[src/rtl/bsg_downstream_rx_buffer.sv]
// bsg_downstream_rx_buffer
//   Receive buffer for the downstream off-chip link. IO_W-bit beats land in a
//   DEPTH-entry circular buffer. A packer drains the buffer, gathers RATIO
//   consecutive beats into one CORE_W-bit word and offers it to the core over
//   valid/ready. Credit goes back to the sender as a toggle on io_token_out,
//   one toggle per 2**TOKEN_LG pops.
// Ports
//   clk, rst_n      clock, asynchronous active-low reset
//   io_valid_in     beat present on io_data_in
//   io_data_in      link beat
//   io_token_out    credit toggle to the sender
//   core_valid_out  core_data_out holds a complete word
//   core_data_out   packed word, beat 0 in the low IO_W bits
//   core_ready      core accepts the word when valid & ready
//   full            buffer holds DEPTH entries
//   occupancy       entries currently stored
//   overflow_err    sticky, set when a beat arrives while full
module bsg_downstream_rx_buffer #(
    parameter int IO_W     = 16,
    parameter int CORE_W   = 32,
    parameter int DEPTH    = 64,
    parameter int TOKEN_LG = 2
) (
    input  logic                       clk,
    input  logic                       rst_n,
    input  logic                       io_valid_in,
    input  logic [IO_W-1:0]            io_data_in,
    output logic                       io_token_out,
    output logic                       core_valid_out,
    output logic [CORE_W-1:0]          core_data_out,
    input  logic                       core_ready,
    output logic                       full,
    output logic [$clog2(DEPTH):0]     occupancy,
    output logic                       overflow_err
);

    localparam int RATIO = CORE_W / IO_W;
    localparam int PW    = $clog2(DEPTH);
    localparam int BW    = (RATIO > 1) ? $clog2(RATIO) : 1;

    localparam logic [PW:0]   DEPTH_V = (PW+1)'(DEPTH);
    localparam logic [BW-1:0] LAST    = BW'(RATIO - 1);

    typedef enum logic {COLLECT, PRESENT} state_t;

    state_t          state, state_nxt;
    logic [BW-1:0]   beat_idx, beat_idx_nxt;
    logic [PW:0]     wptr, rptr, rptr_inc;
    logic [IO_W-1:0] mem [DEPTH];
    logic [CORE_W-1:0] data_q;
    logic            empty, push, pop;

    // Pointers carry one extra wrap bit so full and empty are distinguishable.
    assign occupancy      = wptr - rptr;
    assign full           = (occupancy == DEPTH_V);
    assign empty          = (wptr == rptr);
    assign push           = io_valid_in & ~full;
    // Empty and full are both taken from the registered pointers, so a beat
    // written this cycle is poppable next cycle at the earliest, and a pop
    // cannot make room for a beat arriving in the same cycle.
    assign pop            = ~empty & ((state == COLLECT) |
                                      ((state == PRESENT) & core_ready));
    assign rptr_inc       = rptr + 1'b1;
    assign core_valid_out = (state == PRESENT);
    assign core_data_out  = data_q;

    always_comb begin
        state_nxt    = state;
        beat_idx_nxt = beat_idx;
        case (state)
            COLLECT: begin
                if (pop) begin
                    if (beat_idx == LAST) begin
                        beat_idx_nxt = '0;
                        state_nxt    = PRESENT;
                    end else begin
                        beat_idx_nxt = beat_idx + 1'b1;
                    end
                end
            end
            PRESENT: begin
                if (core_ready) begin
                    if (!pop) begin
                        state_nxt = COLLECT;
                    end else if (RATIO == 1) begin
                        // Single-beat words: the pop is already a full word.
                        beat_idx_nxt = '0;
                    end else begin
                        // The pop is beat 0 of the next word.
                        state_nxt    = COLLECT;
                        beat_idx_nxt = BW'(1);
                    end
                end
            end
            default: state_nxt = COLLECT;
        endcase
    end

    always_ff @(posedge clk or negedge rst_n) begin
        if (!rst_n) begin
            state        <= COLLECT;
            beat_idx     <= '0;
            wptr         <= '0;
            rptr         <= '0;
            data_q       <= '0;
            io_token_out <= 1'b0;
            overflow_err <= 1'b0;
        end else begin
            state    <= state_nxt;
            beat_idx <= beat_idx_nxt;
            if (push)
                wptr <= wptr + 1'b1;
            if (io_valid_in & full)
                overflow_err <= 1'b1;
            if (pop) begin
                data_q[beat_idx*IO_W +: IO_W] <= mem[rptr[PW-1:0]];
                rptr         <= rptr_inc;
                io_token_out <= rptr_inc[TOKEN_LG];
            end
        end
    end

    // Storage is not reset; only the pointers define what is valid.
    always_ff @(posedge clk) begin
        if (push)
            mem[wptr[PW-1:0]] <= io_data_in;
    end

endmodule

[config.mk]
export PLATFORM = sky130hd
export DESIGN_NAME = bsg_downstream_rx_buffer
export DESIGN_NICKNAME = d
export VERILOG_FILES = /design/src/rtl/bsg_downstream_rx_buffer.sv
export SDC_FILE = /design/constraint.sdc
export NUM_CORES = 1
export LEC_CHECK = 0
export CAP_MARGIN = 20
export CORE_MARGIN = 2
export CORE_UTILIZATION = 40
export DETAILED_ROUTE_END_ITERATION = 6
export SYNTH_ARGS = -nofsm -noshare
export SYNTH_HDL_FRONTEND = slang
export SYNTH_SLANG_ARGS = --single-unit
[constraint.sdc]
create_clock -name clk -period 5.6 [get_ports clk]
set_input_delay 0.84 -clock clk [delete_from_list [all_inputs] [get_ports clk]]
set_output_delay 0.84 -clock clk [all_outputs]
set_load 0.005 [all_outputs]
==> metrics.txt <==
async set or reset register ratio after synthesis=4.567%; Post-DP Area=44070 um^2; largest stage delay on the critical path=0.69 ns; synth top area cells=edfxtp_1, mux4_2, dfrtp_1; Worst-path clk slew=0.06 ns; Synthesis Warnings=0; final worst path period share=80.55%; DRC=0; CP max FO=29; DPL Wire Length=58400 um; Pwr Density=507.6 nW/um^2; crit-path cells=inv_1 > ha_1 > nor2b_1 > o21a_1 > o2111ai_1 > nand3_1 > nor3_4 > clkdlybuf4s50_1; post-synth top area share=74.35%; largest net degree at the start of global routing=130; post-synth cell types=49; fin nets=2129; RSZ-0062 raised after global routing=no; #FFs+latches synth=1073; initial antenna violation count=0; post-layout instance area=47530 um^2; fin crit period=4.511 ns; most common cell after layout, fill and taps aside=edfxtp_1; initial DRC count=2438; WP buf/inv=2; Congestion Overflow GR=0; total core area=102200 um^2; final core occ=46.51%; final setup margin=1.089 ns; share of post-route cells with drive strength above 1=26.02%; clk_lat worst skew=0.69 ns; sequential area share after synthesis=77.32%; Post-CTS Setup Inserts=0; die height=325.5 um; post-synthesis cell area=41360 um^2; initial core utilization=40.47%; Cells after Synth=1941; port bufs=62; fin. max-slew vios=0; CTS tree=built; ys flop type=edfxtp_1; Arr. time, crit path=3.67 ns; die area=106000 um^2; storage element area=31980 um^2; Via density=5.765; Slew @ Worst Pin=1.213 ns; maximum VDD drop=353.6 uV; gpl congestion=0.8883; Placement Setup Slack=1.590 ns; FF-to-FF setup slack=1.56 ns; # clock sinks=1073; status=finished, final reports clean; worst reg2reg path startpoint=rptr[5]; WS Path Type=flip-flop to output port; clk buf depth=3; Worst Clk Skew=0.03048 ns; vias in the first global route=20691; Top delay family on crit path=simple AND/OR/NAND/NOR gates; dpl cells=3360; Post-synth EDFFs=1024; die width=325.5 um; CTS Buf Count=106; fill count=8525; Synth Area per Inst=21.31 um^2; final setup fails=0; crit path max-delay cell type=dfrtp_4; FF-to-FF End=mem[61][0]; final std cells w/o fill=3555; Post-Syn Nets=1970; # IOs=63; P_leak=15.05 nW; wirelength, routed=101500 um; Post-Route Setup TNS=0 ns; hold_buf cts=0; Hold WC Path Type=primary input to asynchronous set/reset pin; root buffer cell=clkbuf_16; Core Rows=117; post-route ant nets=0; # resized after CTS=0; Slew headroom=18.89%; nature of the critical path startpoint=flip-flop; commonest cells after routing, fill and taps aside=edfxtp_1, mux4_2, clkbuf_16, buf_4, mux2i_1; multi-input logic area=8971 um^2; TritonRoute pass-1 iters=5; CP endpoint kind=output port; Final Hold Viols=0; post-synth top area cell=edfxtp_1; global-route wire length before repair=146700 um; H-tree depth=3; via count=20494; worst r2r path cells=10; n_diodes=0; Fmax=221.7 MHz; Worst Path Required=4.76 ns; wire length per cell=28.54 um; max-cap check violation count=0; area grow syn2layout=14.92%; gr usage total=19.00%
[power breakdown]
group / total [mW] / leakage [nW] / internal, mW / switching, mW
registers: 9.51 / 9.82 / 9.25 / 0.257
logic: 7.55 / 3.55 / 2.98 / 4.57
clock network: 7.07 / 1.68 / 4.10 / 2.97
[worst reg2reg max path: stages, from the launching register on]
cell and delay, ns:
dfrtp_1 0.45, inv_1 0.47, ha_1 0.40, and2_1 0.16
o21a_1 0.16, a31o_1 0.22, o211ai_4 0.35, nor3_4 0.07
buf_4 0.44, nor3_2 0.73, buf_4 0.31
[worst max path at each step]
| stage | from | end | slack [ns] | depth (start not counted) |
|---|---|---|---|---|
| 2_1_floorplan | rptr[1] | mem[20][0] | 1.49 | 14 |
| 3_3_place_gp | rptr[1] | mem[61][4] | 1.72 | 10 |
| 3_5_place_dp | rptr[5] | mem[61][6] | 1.59 | 10 |
| 4_1_cts | rptr[1] | full | 1.0 | 8 |
| 5_1_grt | rptr[1] | full | 0.89 | 8 |
| 6_report | rptr[1] | full | 1.09 | 8 |
[per-layer routing]
metal	wire length (um)	vias to the layer above	track usage, %
met1	43160	11013	27.26
met4	3264	0	6.081
met5	0	-	0
met2	48250	795	30.14
met3	6800	155	2.765
li1	-	8531	-
[per-stage QoR]
step / power (mW) / hold slack, ns
after global placement: 17.13 / 0.4680
after global routing: 25.00 / 0.3257
after detailed placement: 17.25 / 0.4886
after CTS: 24.31 / 0.2596
final: 24.12 / 0.2831
after floorplan: 14.35 / 0.4510
[cell families (layout without fill, tap and decap cells)]
logic type,after synthesis,count (layout),share of synthesized area [%]
mux,289,289,13.77
xor+xnor,14,14,0.2965
fa+ha+maj,9,9,0.2904
flops,1073,1073,77.32
buf+inv,130,376,1.743
simple gates,162,162,1.909
compound gates,264,264,4.671
[layout make-up]
| cell class | instances | share of cell area (%) |
|---|---|---|
| timing repair buffer | 168 | 2.854 |
| clock buffer | 128 | 5.800 |
| multi-input combinational | 738 | 18.88 |
| tap | 1368 | 3.601 |
| inverter | 13 | 0.1027 |
| sequential | 1073 | 67.30 |
| clock inverter | 67 | 1.472 |
[cell usage after synthesis (all sizes together) (31+ instances only)]
master	n
a21oi	33
a22o	42
buf	71
clkbuf	46
dfrtp	49
edfxtp	1024
mux2i	64
mux4	224
nand2	45
nor3	60
o21ai	35
o22ai	31
[registers in the layout, summed over array words and instances, names as in the netlist]
| register | count |
|---|---|
| core_data_out | 32 |
| beat_idx | 1 |
| mem | 1024 |
| wptr | 7 |
| core_valid_out | 1 |
| rptr | 7 |
| overflow_err | 1 |
Power figures use the tool's default switching activity.
==> patch, RTL diff (same flow settings) <==
Set the parameter `DEPTH` to 32 (it was 64).
--- a/src/rtl/bsg_downstream_rx_buffer.sv
+++ b/src/rtl/bsg_downstream_rx_buffer.sv
@@ -20,3 +20,3 @@
     parameter int CORE_W   = 32,
-    parameter int DEPTH    = 64,
+    parameter int DEPTH    = 32,
     parameter int TOKEN_LG = 2
Ports: changed (resized occupancy); port bits go from 63 to 62. The function was not compared with the original's and may differ.
==> patch against the unedited design <==
Sequential cell count down 514; final area shrank 47%; maximum frequency shrank 2.4%; wire length decreased by 53%; die area is 47% lower; critical path depth fell by 1; sequential power is 44% lower; synthesized area is 48% lower; power fell by 46%; non-clock buffer count decreased by 46; setup slack got worse by 0.11 ns.
==> patch: results (changes against the unedited design) <==
| Metric | Value |
|---|---|
| Outcome | `finished clean` |
| Hold WC Path Type | `in -> async` |
| Clock slew at reported path FFs | `0.06 ns (about the same)` |
| Slack of the worst reg-to-reg path | `1.74 ns (+0.18 ns)` |
| Worst-path cell with the longest stage delay | `sky130_fd_sc_hd__dfrtp_1` |
| Leakage power figure | `8.38 nW (-44%)` |
| Clk Latency, worst-skew pair | `0.61 ns (-0.08 ns)` |
| Total routing usage reported by global routing | `0.172 (-0.0183)` |
| Warnings, synthesis | `0 (unchanged)` |
| Post-CTS setup buffers | `0 (unchanged)` |
| Largest fanout of any net on the critical path | `19 (-34%)` |
| Worst reg2reg path startpoint | `rptr[4]` |
| Category of cells accounting for the largest share of critical-path delay | `simple AND/OR/NAND/NOR gates` |
| Num CTS Buffers | `55 (-48%)` |
| Pin count of the biggest net entering global routing | `120 (-7.7%)` |
| Initial antenna violation count | `0 (unchanged)` |
| Detailed router's first-iteration violation count | `929 (-62%)` |
| Transition time at the pin with the least slew margin | `1.01 ns (-0.205 ns)` |
| Residual DRC count | `0 (unchanged)` |
| Worst slack on hold paths | `0.0810 ns (-0.202 ns)` |
| Setup Slack @ Placement | `1.58 ns (-0.0147 ns)` |
| CTS root buffer | `sky130_fd_sc_hd__clkbuf_16` |
| Post-synth EDFFs | `512 (-50%)` |
| Via count of the first global-routing pass | `10,800 (-48%)` |
| Worst IR drop on VDD | `0.374 mV (+5.8%)` |
| DP Wirelength | `28.3 mm (-52%)` |
| Synthesized net count | `1,147 (-42%)` |
| Maximum clock insertion buffer count | `3 (unchanged)` |
| Cell variety after synth | `46 (-6.1%)` |
| Count of cells along the worst register-to-register path | `8 (-2)` |
| CTS resizes | `0 (unchanged)` |
| Final routed wire length divided by cell count | `24.2 microns (-15%)` |
| CP peak stage delay | `0.76 ns (+0.07 ns)` |
| Most used standard cells in the synthesized netlist | `sky130_fd_sc_hd__edfxtp_1, sky130_fd_sc_hd__mux4_2, sky130_fd_sc_hd__mux2i_1` |
| Share of cells above drive strength 1 | `0.197 (-0.0632)` |
| Filler cells | `4,417 (-48%)` |
| GP Congestion | `0.768 (-13%)` |
| Data arrival, critical path | `3.78 ns (+0.11 ns)` |
| Final antenna diode count | `0 (unchanged)` |
| Number of buffer cells added on primary ports | `61 (-1.6%)` |
| Top cells by area, synth | `sky130_fd_sc_hd__edfxtp_1, sky130_fd_sc_hd__mux4_2, sky130_fd_sc_hd__dfrtp_1` |
| Vias | `10,700 (-48%)` |
| Endpoint of the most critical register-to-register path | `mem[12][13]` |
| Flip-flop count of the largest register after layout | `512 (-50%)` |
| Setup Skew | `0.0246 ns (-0.00588 ns)` |
| First-pass DRT Iterations | `5 (unchanged)` |
| FFs w/ async S/R, synth | `0.0841 (+0.0384)` |
| Sequential element share of the synthesized area | `0.763 (-0.0102)` |
| Htree depth | `2 (-1)` |
| Wire length of the first global-routing pass | `70.5 mm (-52%)` |
| Primary FF master, synth | `sky130_fd_sc_hd__edfxtp_1` |
| Net count, final | `1,267 (-40%)` |
==> patch: through the flow <==
| stage | instance area, sq um | std cells |
|---|---|---|
| global route | 25200 | 1970 |
| CTS | 25100 | 1968 |
| finish | 25200 | 1970 |
| floorplan | 21700 | 1116 |
| global placement | 23400 | 1871 |
| detailed placement | 23400 | 1873 |
==> patch: cell type report <==
cell class	instances	share of cell area
sequential	559	0.658
clock inverter	31	0.0123
clock buffer	64	0.0561
tap	696	0.0346
inverter	9	0.00134
multi-input combinational	489	0.193
timing repair buffer	122	0.0444
==> patch: logic make-up (layout without fill, tap and decap cells) <==
kind of cell | after synthesis | count (layout) | synth area share
AND/OR/NAND/NOR | 143 | 143 | 0.0298
adder cells (fa/ha/maj) | 11 | 11 | 0.00669
AO/OA/AOI/OAI | 146 | 146 | 0.0436
buffers and inverters | 68 | 226 | 0.0146
XOR/XNOR | 14 | 14 | 0.00565
multiplexers | 175 | 175 | 0.137
flip-flops | 559 | 559 | 0.763
==> patch: how the worst max path moves through the flow <==
stage / cells past startpoint / start / to / slack, ns
floorplan: 11 / rptr[2] / mem[18][0] / 0.89
global route: 7 / rptr[4] / full / 0.77
global placement: 7 / rptr[4] / full / 1.60
detailed placement: 7 / rptr[4] / full / 1.58
finish: 7 / rptr[4] / full / 0.98
CTS: 7 / rptr[4] / full / 0.92
==> patch: metal layers <==
layer  share of wire  global-route usage  vias to the layer above
li1                -                   -                     4769
met1            0.46               0.256                     5578
met2            0.46               0.259                      338
met3           0.062              0.0323                       64
met4           0.024              0.0483                        0
met5               0                   0                        -
==> patch: worst register-to-register path, cell delays in order (launching register included) <==
cell and delay, ns:
sky130_fd_sc_hd__dfrtp_1 0.76, sky130_fd_sc_hd__clkinv_1 0.14, sky130_fd_sc_hd__buf_4 0.23, sky130_fd_sc_hd__ha_1 0.35
sky130_fd_sc_hd__xor2_1 0.20, sky130_fd_sc_hd__or4_1 0.75, sky130_fd_sc_hd__o211ai_2 0.60, sky130_fd_sc_hd__nor2_1 0.28
sky130_fd_sc_hd__buf_4 0.27
==> patch: where the power goes <==
| part | switching (mW) | internal, mW | total [mW] | leakage (nW) |
|---|---|---|---|---|
| Sequential | 0.274 | 5.00 | 5.28 | 5.19 |
| Combinational | 2.40 | 1.76 | 4.16 | 2.35 |
| Clock | 1.50 | 2.06 | 3.57 | 0.837 |
